===== config.mk =====
export PLATFORM = sky130hd
export DESIGN_NAME = if_stage
export DESIGN_NICKNAME = d
export VERILOG_FILES = /design/src/rtl/if_stage.sv
export SDC_FILE = /design/constraint.sdc
export NUM_CORES = 1
export LEC_CHECK = 0
export ABC_AREA = 1
export ABC_CLOCK_PERIOD_IN_PS = 4600
export CAP_MARGIN = 15
export CORE_MARGIN = 10
export CORE_UTILIZATION = 40
export CTS_CLUSTER_DIAMETER = 60
export DETAILED_ROUTE_END_ITERATION = 7
export SLEW_MARGIN = 20
export SYNTH_ARGS = -nofsm -noshare
export SYNTH_HDL_FRONTEND = slang
export SYNTH_SLANG_ARGS = --single-unit

===== constraint.sdc =====
create_clock -name clk -period 4.6 [get_ports clk]
set_input_delay 0.46 -clock clk [delete_from_list [all_inputs] [get_ports clk]]
set_output_delay 0.46 -clock clk [all_outputs]
set_load 0.1 [all_outputs]

===== src/rtl/if_stage.sv =====
// Instruction-fetch stage: owns the PC, issues word fetches, buffers returned words for decode.
// Optional macro IF_PERF_CNT_EN builds the fetch stall counter; otherwise fetch_stall_cnt is tied to 0.
module if_stage #(
   parameter int                  PC_WIDTH   = 32,
   parameter logic [PC_WIDTH-1:0] RESET_PC   = '0,
   parameter int                  FIFO_DEPTH = 2
) (
   input  logic                clk,
   input  logic                rst_n,
   output logic                imem_req_valid,
   input  logic                imem_req_ready,
   output logic [PC_WIDTH-1:0] imem_addr,
   input  logic                imem_rsp_valid,
   input  logic [31:0]         imem_rsp_data,
   input  logic                redirect_valid,
   input  logic [PC_WIDTH-1:0] redirect_pc,
   output logic                instr_valid,
   input  logic                id_ready,
   output logic [31:0]         instr_out,
   output logic [PC_WIDTH-1:0] pc_out,
   output logic [31:0]         fetch_stall_cnt
);

   localparam int CW = $clog2(FIFO_DEPTH) + 1;
   localparam int PW = (FIFO_DEPTH > 1) ? $clog2(FIFO_DEPTH) : 1;

   logic [PC_WIDTH-1:0] pc;
   logic [CW-1:0]       outstanding;
   logic [CW-1:0]       drop_cnt;
   logic [CW-1:0]       fifo_count;
   logic [CW:0]         inflight;

   logic [PC_WIDTH-1:0] fifo_pc   [FIFO_DEPTH];
   logic [31:0]         fifo_data [FIFO_DEPTH];
   logic [PW-1:0]       fifo_rd;
   logic [PW-1:0]       fifo_wr;

   logic [PC_WIDTH-1:0] pcq [FIFO_DEPTH];
   logic [PW-1:0]       pcq_rd;
   logic [PW-1:0]       pcq_wr;

   logic req_fire;
   logic rsp_drop;
   logic rsp_owned;
   logic rsp_accept;
   logic pop;
   logic unused_pc_bits;

   function automatic logic [PW-1:0] ptr_inc(input logic [PW-1:0] p);
      return (p == PW'(FIFO_DEPTH - 1)) ? '0 : p + PW'(1);
   endfunction

   // Words still owed by memory plus words buffered must never exceed the buffer size.
   assign inflight       = {1'b0, outstanding} + {1'b0, fifo_count};
   assign imem_req_valid = rst_n && !redirect_valid && (inflight < (CW+1)'(FIFO_DEPTH));
   assign imem_addr      = pc;
   assign req_fire       = imem_req_valid && imem_req_ready;

   assign rsp_drop       = imem_rsp_valid && (drop_cnt != '0);
   assign rsp_owned      = imem_rsp_valid && ((drop_cnt != '0) || (outstanding != '0));
   assign rsp_accept     = imem_rsp_valid && (drop_cnt == '0) && (outstanding != '0) && !redirect_valid;

   assign instr_valid    = (fifo_count != '0);
   assign instr_out      = fifo_data[fifo_rd];
   assign pc_out         = fifo_pc[fifo_rd];
   assign pop            = instr_valid && id_ready;

   assign unused_pc_bits = ^redirect_pc[1:0];

   always_ff @(posedge clk or negedge rst_n) begin
      if (!rst_n) begin
         pc <= RESET_PC;
      end else if (redirect_valid) begin
         pc <= {redirect_pc[PC_WIDTH-1:2], 2'b00};
      end else if (req_fire) begin
         pc <= pc + PC_WIDTH'(4);
      end
   end

   // On redirect every request still owed becomes a word to discard; a response landing
   // in the redirect cycle itself is one of those and is consumed right away.
   always_ff @(posedge clk or negedge rst_n) begin
      if (!rst_n) begin
         outstanding <= '0;
         drop_cnt    <= '0;
      end else if (redirect_valid) begin
         outstanding <= '0;
         drop_cnt    <= drop_cnt + outstanding - CW'(rsp_owned);
      end else begin
         outstanding <= outstanding + CW'(req_fire) - CW'(rsp_accept);
         drop_cnt    <= drop_cnt - CW'(rsp_drop);
      end
   end

   always_ff @(posedge clk or negedge rst_n) begin
      if (!rst_n) begin
         pcq_rd <= '0;
         pcq_wr <= '0;
         for (int i = 0; i < FIFO_DEPTH; i++) pcq[i] <= '0;
      end else if (redirect_valid) begin
         pcq_rd <= '0;
         pcq_wr <= '0;
      end else begin
         if (req_fire) begin
            pcq[pcq_wr] <= pc;
            pcq_wr      <= ptr_inc(pcq_wr);
         end
         if (rsp_accept) pcq_rd <= ptr_inc(pcq_rd);
      end
   end

   // The credit rule guarantees a free slot whenever a response is accepted.
   always_ff @(posedge clk or negedge rst_n) begin
      if (!rst_n) begin
         fifo_rd    <= '0;
         fifo_wr    <= '0;
         fifo_count <= '0;
         for (int i = 0; i < FIFO_DEPTH; i++) begin
            fifo_pc[i]   <= '0;
            fifo_data[i] <= '0;
         end
      end else if (redirect_valid) begin
         fifo_rd    <= '0;
         fifo_wr    <= '0;
         fifo_count <= '0;
      end else begin
         if (rsp_accept) begin
            fifo_pc[fifo_wr]   <= pcq[pcq_rd];
            fifo_data[fifo_wr] <= imem_rsp_data;
            fifo_wr            <= ptr_inc(fifo_wr);
         end
         if (pop) fifo_rd <= ptr_inc(fifo_rd);
         fifo_count <= fifo_count + CW'(rsp_accept) - CW'(pop);
      end
   end

`ifdef IF_PERF_CNT_EN
   always_ff @(posedge clk or negedge rst_n) begin
      if (!rst_n) begin
         fetch_stall_cnt <= '0;
      end else if (id_ready && !instr_valid && (fetch_stall_cnt != 32'hFFFF_FFFF)) begin
         fetch_stall_cnt <= fetch_stall_cnt + 32'd1;
      end
   end
`else
   assign fetch_stall_cnt = '0;
`endif

endmodule


Word level (Yosys, flattened, before mapping)
Index checks and enable logic that the tools add are counted.

Bits in registers: 234. Bits in latches: 0. Bits in writable memories: 0. ROM bits: 0. Bits of input ports: 70. Output and inout port bits: 130. Word-level logic and storage cells: 94. Memories kept: 0.

Add/sub/neg operators: 13. Multiply operators: 0. Div/mod/pow operators: 0. Magnitude comparators: 7. Equal/unequal tests: 0. Shifts and indexed selects: 0. Mux-type cells: 33. Bitwise gates (word level): 5. Reduce and logical (&&, ||, !) cells: 22.

Operators with widths (number): $mux 32 (13); $bwmux 64 (3); $demux 32 s1 (2); $add 32x3->32 const B (1); $mux 1 (12); $reduce_bool 2->1 (6); $logic_and 1x1->1 (11); $ge 2x2->1 const B (4); $not 1->2 (4); $sub 2x1->2 (4); $mux 2 (3); $add 1x1->1 const B (4); $add 2x1->2 (2); $lt 2x1->1 const B (2); $reduce_and 2->1 (2); $add 2x2->3 (1); $lt 3x2->1 const B (1); $add 2x2->2 (1); $logic_not 2->1 (1); $logic_not 1->1 (1); $logic_or 1x1->1 (1); $not 1->1 (1).

Depth between registers and ports, before layout
Gate-level depths: netlist of the first run.

Depth after elaboration: 7. Depth in mapped cells: 10. Gate-level depth less buffers: 10.

Worst setup path before layout of the first run
No wires, ideal clock.

Path type: register -> output. Start point: register fifo_rd. End point: output port pc_out[23]. Arrival time: 2870 ps. Data required time: 4140 ps. Slack: 1270 ps. Cell stages (with the launch flop): 4. Buffers on the path: 2. Cells stage by stage: dfrtp_1 clkbuf_1 clkbuf_1 o21ai_0.

Word-level cells in the longest chain between the ends: 4.

RTL lines: start, declared (RTL line 35) `logic [PW-1:0] fifo_rd;`; start signal, assigned (RTL line 132) `if (pop) fifo_rd <= ptr_inc(fifo_rd);`; $not 1->2 (not written as such) (RTL line 65) `assign pc_out = fifo_pc[fifo_rd];`; $mux 32 (not written as such) (3 in series) (RTL line 65); end, declared (RTL line 20) `output logic [PC_WIDTH-1:0] pc_out,`.

Every way passes these cells. The select of a mux whose other input is x is not followed.

Final worst setup path of the first run
Start point: register fifo_rd. End point: output port pc_out[30].

Same word-level chain as after synthesis.

==> results by group, run 1 <==
Run status
  • Outcome: finished, final reports clean

Cells and area
  • Share of cells above drive strength 1: 0.0875
  • Fill cell count: around 2,600
  • Commonest non-fill, non-tap cells in the layout: nand2_1, dfrtp_1, clkdlybuf4s50_1
  • Multi-input gate area: about 4400 sq um
  • Most common library cell in the layout ignoring fill and taps: nand2_1
  • Final net count: 1,571
  • Syn-to-layout area delta: 23.2%
  • Design Area, Final: 13,500 sq um
  • N_diodes: 0
  • Register Area: 5610 sq um

Die
  • Row count: 60
  • Die X: 185 microns
  • Die ar.: 34,300 sq um
  • Starting Density: 0.405
  • Chip height: 185 microns
  • I/O pins: 200
  • Placeable Area: 27,000 sq um

STA
  • Final Critical Period: about 3.6 ns
  • Fmax: 0.278 GHz
  • Final Hold Vio Count: 0
  • Fin. max-slew vios: 0
  • Slew headroom: 0.285
  • Setup_tns: 0 ns
  • Tcrit/Tclk final: 0.782
  • Worst slew pin tran: 1.07 ns
  • # setup viols final: 0
  • Layout Skew: 0.0108 ns
  • RSZ-0062 raised after global routing: no

Clocking
  • Bufs on Longest Clock Path: 3
  • Post-CTS setup buffer count: 0
  • H-tree depth: 1
  • TritonCTS clock tree: yes
  • CTS Root Cell: clkbuf_16
  • Clock slew at reported path FFs: 0.06 ns
  • Clock latency on the worst-skew pair: 0.52 ns
  • Clock buffer count from CTS: 25
  • Clock sink count: 224

Logic synthesis
  • Post-Syn Area: 10,900 sq um
  • Seq/Total Area, Yosys: 0.513
  • Synthesized area per cell: 8.07 sq um
  • Post-synthesis mux area share: 0.0309
  • Synth Instances: 1,353
  • Synth Area in XOR/XNOR: 0.00802
  • Simple-gate share of the synthesized area: 0.224
  • Seq cells post-synth: 224
  • Synth warn: 0
  • Post-Synth Adder-Cell Area: 0.0110
  • Synth Area in Compound Gates: 0.113
  • Yosys cell types: 33
  • Largest family of logic cells by synthesized area: simple AND/OR/NAND/NOR gates

Job
  • Max-cap viol count: 0

Placement
  • GP Congestion: 0.893
  • Post-DP Area: 12,600 sq um
  • Hpwl dp: 19,100 microns
  • PortBufs: 161

Detailed routing
  • DRT iter0 DRCs: 697
  • Antenna-violating nets left: 0
  • Final wirelength: roughly 28,000 microns
  • DRT Pass-1 Iters: 5
  • Via Count: between 8,000 and 9,000
  • Post-route DRC: 0
  • Routed len/inst: 15.0 microns
  • Vias per cell: 4.77

Power and ir drop
  • Leakage: 0.00655 uW
  • Cell Int Power: 4980 uW
  • Sw Ratio: 0.504
  • Sequential fraction of design power: 0.284
  • Clock power share: 0.203
  • VDD IR max: 0.470 mV
  • Pwr dens: ~750 nW/um^2
  • Logic gate share of total power: 0.513
  • NetSw: around 5000 uW

Critical path
  • Startpoint type of the worst setup path: flop
  • WP data arrival: 3.14 ns
  • Worst path slowest cell: clkdlybuf4s50_1
  • FF-to-FF End: pcq[17]
  • Worst-path maximum fanout: 35
  • WP data required: 4.14 ns
  • R2R Path Start: outstanding[0]
  • Crit path capture type: output port
  • Worst path cell trace: buf_4, nand2_1, o21ai_0, clkdlybuf4s50_1
  • CP Class: reg2out
  • Max stage delay on crit path: 1.18 ns
  • Flop-to-flop setup slack: approximately 1.3 ns
  • Worst R2R Path Depth: 10

Min path
  • Hold path start: fifo_pc[25]
  • Hold-critical path depth: 2
  • Worst-case hold path end point: fifo_pc[25]
  • Min-delay worst type: reg2reg

Global routing
  • First-pass GRT wire length: 44,700 microns
  • Total grt overflow: 0
  • Pin count of the biggest net entering global routing: 80
  • Antenna violations before repair: 0
  • Number of global-route vias before repair: 8,332
  • GRT Resource Usage Total: 0.160
==> through the flow <==
stage                     power [uW]  setup slack (ns)  cells  hold slack (ns)  utilization
after floorplan                 6850              1.27   1388            0.164            -
after global routing           10600             0.833   1850            0.491        0.499
after detailed placement        8080              1.33   1805            0.458        0.467
after CTS                      10200             0.900   1850            0.473        0.499
final                          10100              1.00   1850            0.467        0.499
after global placement          8030              1.34   1805            0.454        0.467
==> cell type report <==
| class | instances | area share |
|---|---|---|
| clock buffer | 35 | 0.0537 |
| clock inverter | 9 | 0.00939 |
| inverter | 133 | 0.0371 |
| multi-input combinational | 932 | 0.325 |
| sequential | 224 | 0.417 |
| tap | 341 | 0.0317 |
| timing repair buffer | 176 | 0.127 |
==> flip-flops by register name (all words and copies together), names as in the netlist <==
name         cells
fifo_data       64
imem_addr       30
pcq             60
drop_cnt         2
pcq_rd           1
fifo_rd          1
fifo_count       2
fifo_wr          1
pcq_wr           1
fifo_pc         60
outstanding      2
==> per-layer routing <==
metal	routed length, microns	vias up	GRT usage
li1	-	4456	-
met1	13100	4099	0.231
met2	12300	242	0.242
met3	1940	29	0.0327
met4	422	0	0.0367
met5	0	-	0
==> worst max-delay path: cells and delay by family, from the launching register on <==
kind            cells  cell delay [ns]
buf+inv             2             1.63
compound gates      1             0.11
simple gates        1             0.09
flops               1             0.78
==> synth_stat cells, drive strengths merged <==
| cell type | instances | area, sq um |
|---|---|---|
| nor2 | 54 | 225 |
| xor2 | 4 | 35.0 |
| nand2 | 511 | 1920 |
| fa | 1 | 20.0 |
| buf | 61 | 444 |
| o21ai | 214 | 1150 |
| a21oi | 5 | 25.0 |
| nand3 | 46 | 230 |
| ha | 8 | 100 |
| o211ai | 6 | 45.0 |
| clkinv | 1 | 3.75 |
| dfrtp | 224 | 5610 |
| conb | 1 | 3.75 |
| o221ai | 1 | 8.76 |
| nand4 | 2 | 27.5 |
| inv | 132 | 495 |
| or2 | 2 | 12.5 |
| xnor2 | 6 | 52.6 |
| mux2 | 30 | 338 |
| nor3 | 4 | 20.0 |
| clkbuf | 38 | 143 |
| and2 | 2 | 12.5 |
==> worst max-delay path by stage <==
| stage | slack (ns) | endpoint | startpoint |
|---|---|---|---|
| floorplan | 1.27 | pc_out[23] | fifo_rd |
| global placement | 1.34 | pcq[23] | redirect_valid |
| detailed placement | 1.33 | pcq[30] | redirect_valid |
| CTS | 0.90 | pc_out[30] | fifo_rd |
| global route | 0.83 | pc_out[29] | fifo_rd |
| finish | 1.00 | pc_out[30] | fifo_rd |
==> power groups by stage <==
stage / registers [uW] / logic [uW] / clock network, uW
after CTS: 2860 / 5200 / 2100
after global placement: 2880 / 5160 / 0
after detailed placement: 2890 / 5190 / 0
after global routing: 2940 / 5460 / 2190
final: 2860 / 5150 / 2040
after floorplan: 3070 / 3770 / 0
==> timing repair <==
item	CTS	global route
resized for setup	0	0
endpoints found under the hold margin	73	0
hold buffers	1	0
==> cell families after synthesis <==
logic type                 Yosys count
and+or+nand+nor                    621
other                                1
adders and majority gates            9
DFF                                224
muxes                               30
xor gates and xnor gates            10
buffers and inverters              232
AOI/OAI and AO/OA                  226
(Power assumes the default switching activity.)
==> run 2, diff against run 1 <==
--- a/config.mk
+++ b/config.mk
@@ -6,7 +6,7 @@
 export NUM_CORES = 1
 export LEC_CHECK = 0
 export ABC_AREA = 1
-export ABC_CLOCK_PERIOD_IN_PS = 4600
+export ABC_CLOCK_PERIOD_IN_PS = 3650
 export CAP_MARGIN = 15
 export CORE_MARGIN = 10
 export CORE_UTILIZATION = 40
==> constraint.sdc (replaced) <==
create_clock -name clk -period 3.65 [get_ports clk]
set_input_delay 0.365 -clock clk [delete_from_list [all_inputs] [get_ports clk]]
set_output_delay 0.365 -clock clk [all_outputs]
set_load 0.1 [all_outputs]
==> run 2 against run 1 <==
Cell count rose by 0.11%. Critical path depth fell by 1. Flip-flop and latch count stayed put. Register-to-register slack got worse by 0.29 ns. Power rose by 25%. Clock-buffer cell count increased by 1. Worst setup slack improved by 0.020 ns. Wire length up 0.40%. Global-route usage increased by 0.20 points. Via count down 1.6%. Core utilization decreased by 0.45 points. Critical path type unchanged. Critical endpoint is now pc_out[27].
==> results by group, run 2 (synthesized netlist as in run 1, its figures left out) <==
Run status
  • Outcome: finished, final reports clean

Cells and area
  • Register Area: between 5000 and 6000 sq um
  • Layout Cells excl Fill: 1,852
  • Share of cells above drive strength 1: 0.119
  • Most common library cell in the layout ignoring fill and taps: nand2_1
  • Design Area, Final: between 10,000 and 15,000 sq um
  • N_diodes: 0
  • Final net count: roughly 1,600
  • Fill cell count: 2,666
  • Biggest register: fifo_data
  • Syn-to-layout area delta: 22.1%
  • Multi-input gate area: 4370 sq um
  • Commonest non-fill, non-tap cells in the layout: nand2_1, dfrtp_1, inv_1
  • Largest register FFs: 64
  • Regs by FF count: fifo_data: 64 flops, fifo_pc: 60 flops, pcq: 60 flops

Power and ir drop
  • VDD IR max: between 0.5 and 0.6 mV
  • Sw Ratio: 0.512
  • Logic gate share of total power: 0.512
  • Cell Int Power: approximately 6100 uW
  • Leakage: 0.00662 uW
  • Sequential fraction of design power: 0.286
  • Clock power share: 0.202
  • Pwr dens: approximately 940 nW/um^2
  • NetSw: 6430 uW

Clocking
  • H-tree depth: 1
  • CTS Root Cell: clkbuf_16
  • Hold-fix buffers at CTS: 1
  • Post-CTS sizing: 0
  • Clock latency on the worst-skew pair: 0.52 ns
  • TritonCTS clock tree: yes
  • Clock slew at reported path FFs: 0.06 ns
  • Post-CTS setup buffer count: 0
  • Clock buffer count from CTS: 25
  • Bufs on Longest Clock Path: 3
  • Clock sink count: between 200 and 250

STA
  • Layout Skew: 0.00731 ns
  • # setup viols final: 0
  • Final Hold Vio Count: 0
  • Final Critical Period: 2.63 ns
  • Setup_tns: 0 ns
  • Tcrit/Tclk final: 0.720
  • RSZ-0062 raised after global routing: no
  • Worst slew pin tran: 1.05 ns
  • Fmax: between 0.3 and 0.4 GHz
  • Fin. max-slew vios: 0
  • Slew headroom: 0.296

Die
  • I/O pins: 200
  • Placeable Area: 27,000 sq um
  • Chip height: 185 microns
  • Die ar.: 34,300 sq um
  • Starting Density: 0.405
  • Row count: 60
  • Die X: 185 microns

Placement
  • Dpl cells: 1,805
  • Hpwl dp: 19,300 microns
  • Post-DP Area: 12,500 sq um
  • GP Congestion: 0.858
  • PortBufs: 161

Detailed routing
  • Routed len/inst: around 15 microns
  • Via Count: 8,683
  • Vias per cell: 4.69
  • Post-route DRC: 0
  • Antenna-violating nets left: 0
  • Final wirelength: 27,900 microns
  • DRT iter0 DRCs: 754
  • DRT Pass-1 Iters: 5

Global routing
  • GRT Resource Usage Total: 0.163
  • First-pass GRT wire length: 45,700 microns
  • Number of global-route vias before repair: 8,602
  • Pin count of the biggest net entering global routing: 93
  • Antenna violations before repair: 0
  • Total grt overflow: 0

Min path
  • Hold-critical path depth: 3
  • Min-delay worst type: in2reg

Critical path
  • CP Class: reg2out
  • WP data arrival: about 2.3 ns
  • Startpoint type of the worst setup path: flop
  • Crit path capture type: output port
  • Worst R2R Path Depth: 11
  • WP data required: 3.28 ns
  • Worst-path maximum fanout: 92

Job
  • Max-cap viol count: 0
## run 2: cell types whose count changed in the layout (fill, tap and decap cells not counted), sizes merged
cell and change:
inv +3, clkinvlp -1, clkinv -1, clkdlybuf4s50 -51
clkbuf +1, buf +51
## run 2: power groups by stage
stage,Clock [uW],Sequential [uW],Combinational [uW]
floorplan,0,3870,4760
global placement,0,3610,6420
detailed placement,0,3620,6460
CTS,2600,3590,6480
global route,2710,3680,6820
finish,2540,3590,6420
## run 2: per-stage QoR
stage | setup slack [ns] | power [uW] | utilization | hold slack [ns]
after floorplan | 0.415 | 8630 | - | 0.0694
after global placement | 1.03 | 10000 | 0.464 | 0.387
after detailed placement | 0.971 | 10100 | 0.464 | 0.390
after CTS | 0.946 | 12700 | 0.495 | 0.400
after global routing | 0.828 | 13200 | 0.495 | 0.413
final | 1.02 | 12500 | 0.495 | 0.415
## run 2: worst paths after layout
| path | start | to | slack, ns |
|---|---|---|---|
| min reg2reg | fifo_pc[6] | fifo_pc[6] | 0.47 |
| max in group asynchronous | rst_n | fifo_rd | 1.79 |
| max reg2reg | outstanding[0] | pcq[10] | 1.05 |
| max | fifo_rd | pc_out[27] | 1.02 |
| min in group asynchronous | rst_n | fifo_pc[3] | 0.43 |
| min | redirect_pc[16] | imem_addr[16] | 0.41 |
## run 2: area by class of cell
type / count / area share
clock buffer: 36 / 0.0515
clock inverter: 10 / 0.0102
inverter: 133 / 0.0374
multi-input combinational: 932 / 0.328
sequential: 224 / 0.420
tap: 341 / 0.0320
timing repair buffer: 176 / 0.121
## run 2: worst max-delay path, cell delays in order, from the launching register on
cell	delay [ns]
dfrtp_2	0.35
buf_4	0.71
o21ai_0	0.32
buf_4	0.31
## run 2: per-layer routing
layer	vias up	share of wire	track usage
li1	4458	-	-
met1	4005	0.48	0.233
met2	196	0.43	0.246
met3	24	0.067	0.0337
met4	0	0.014	0.0348
met5	-	0	0
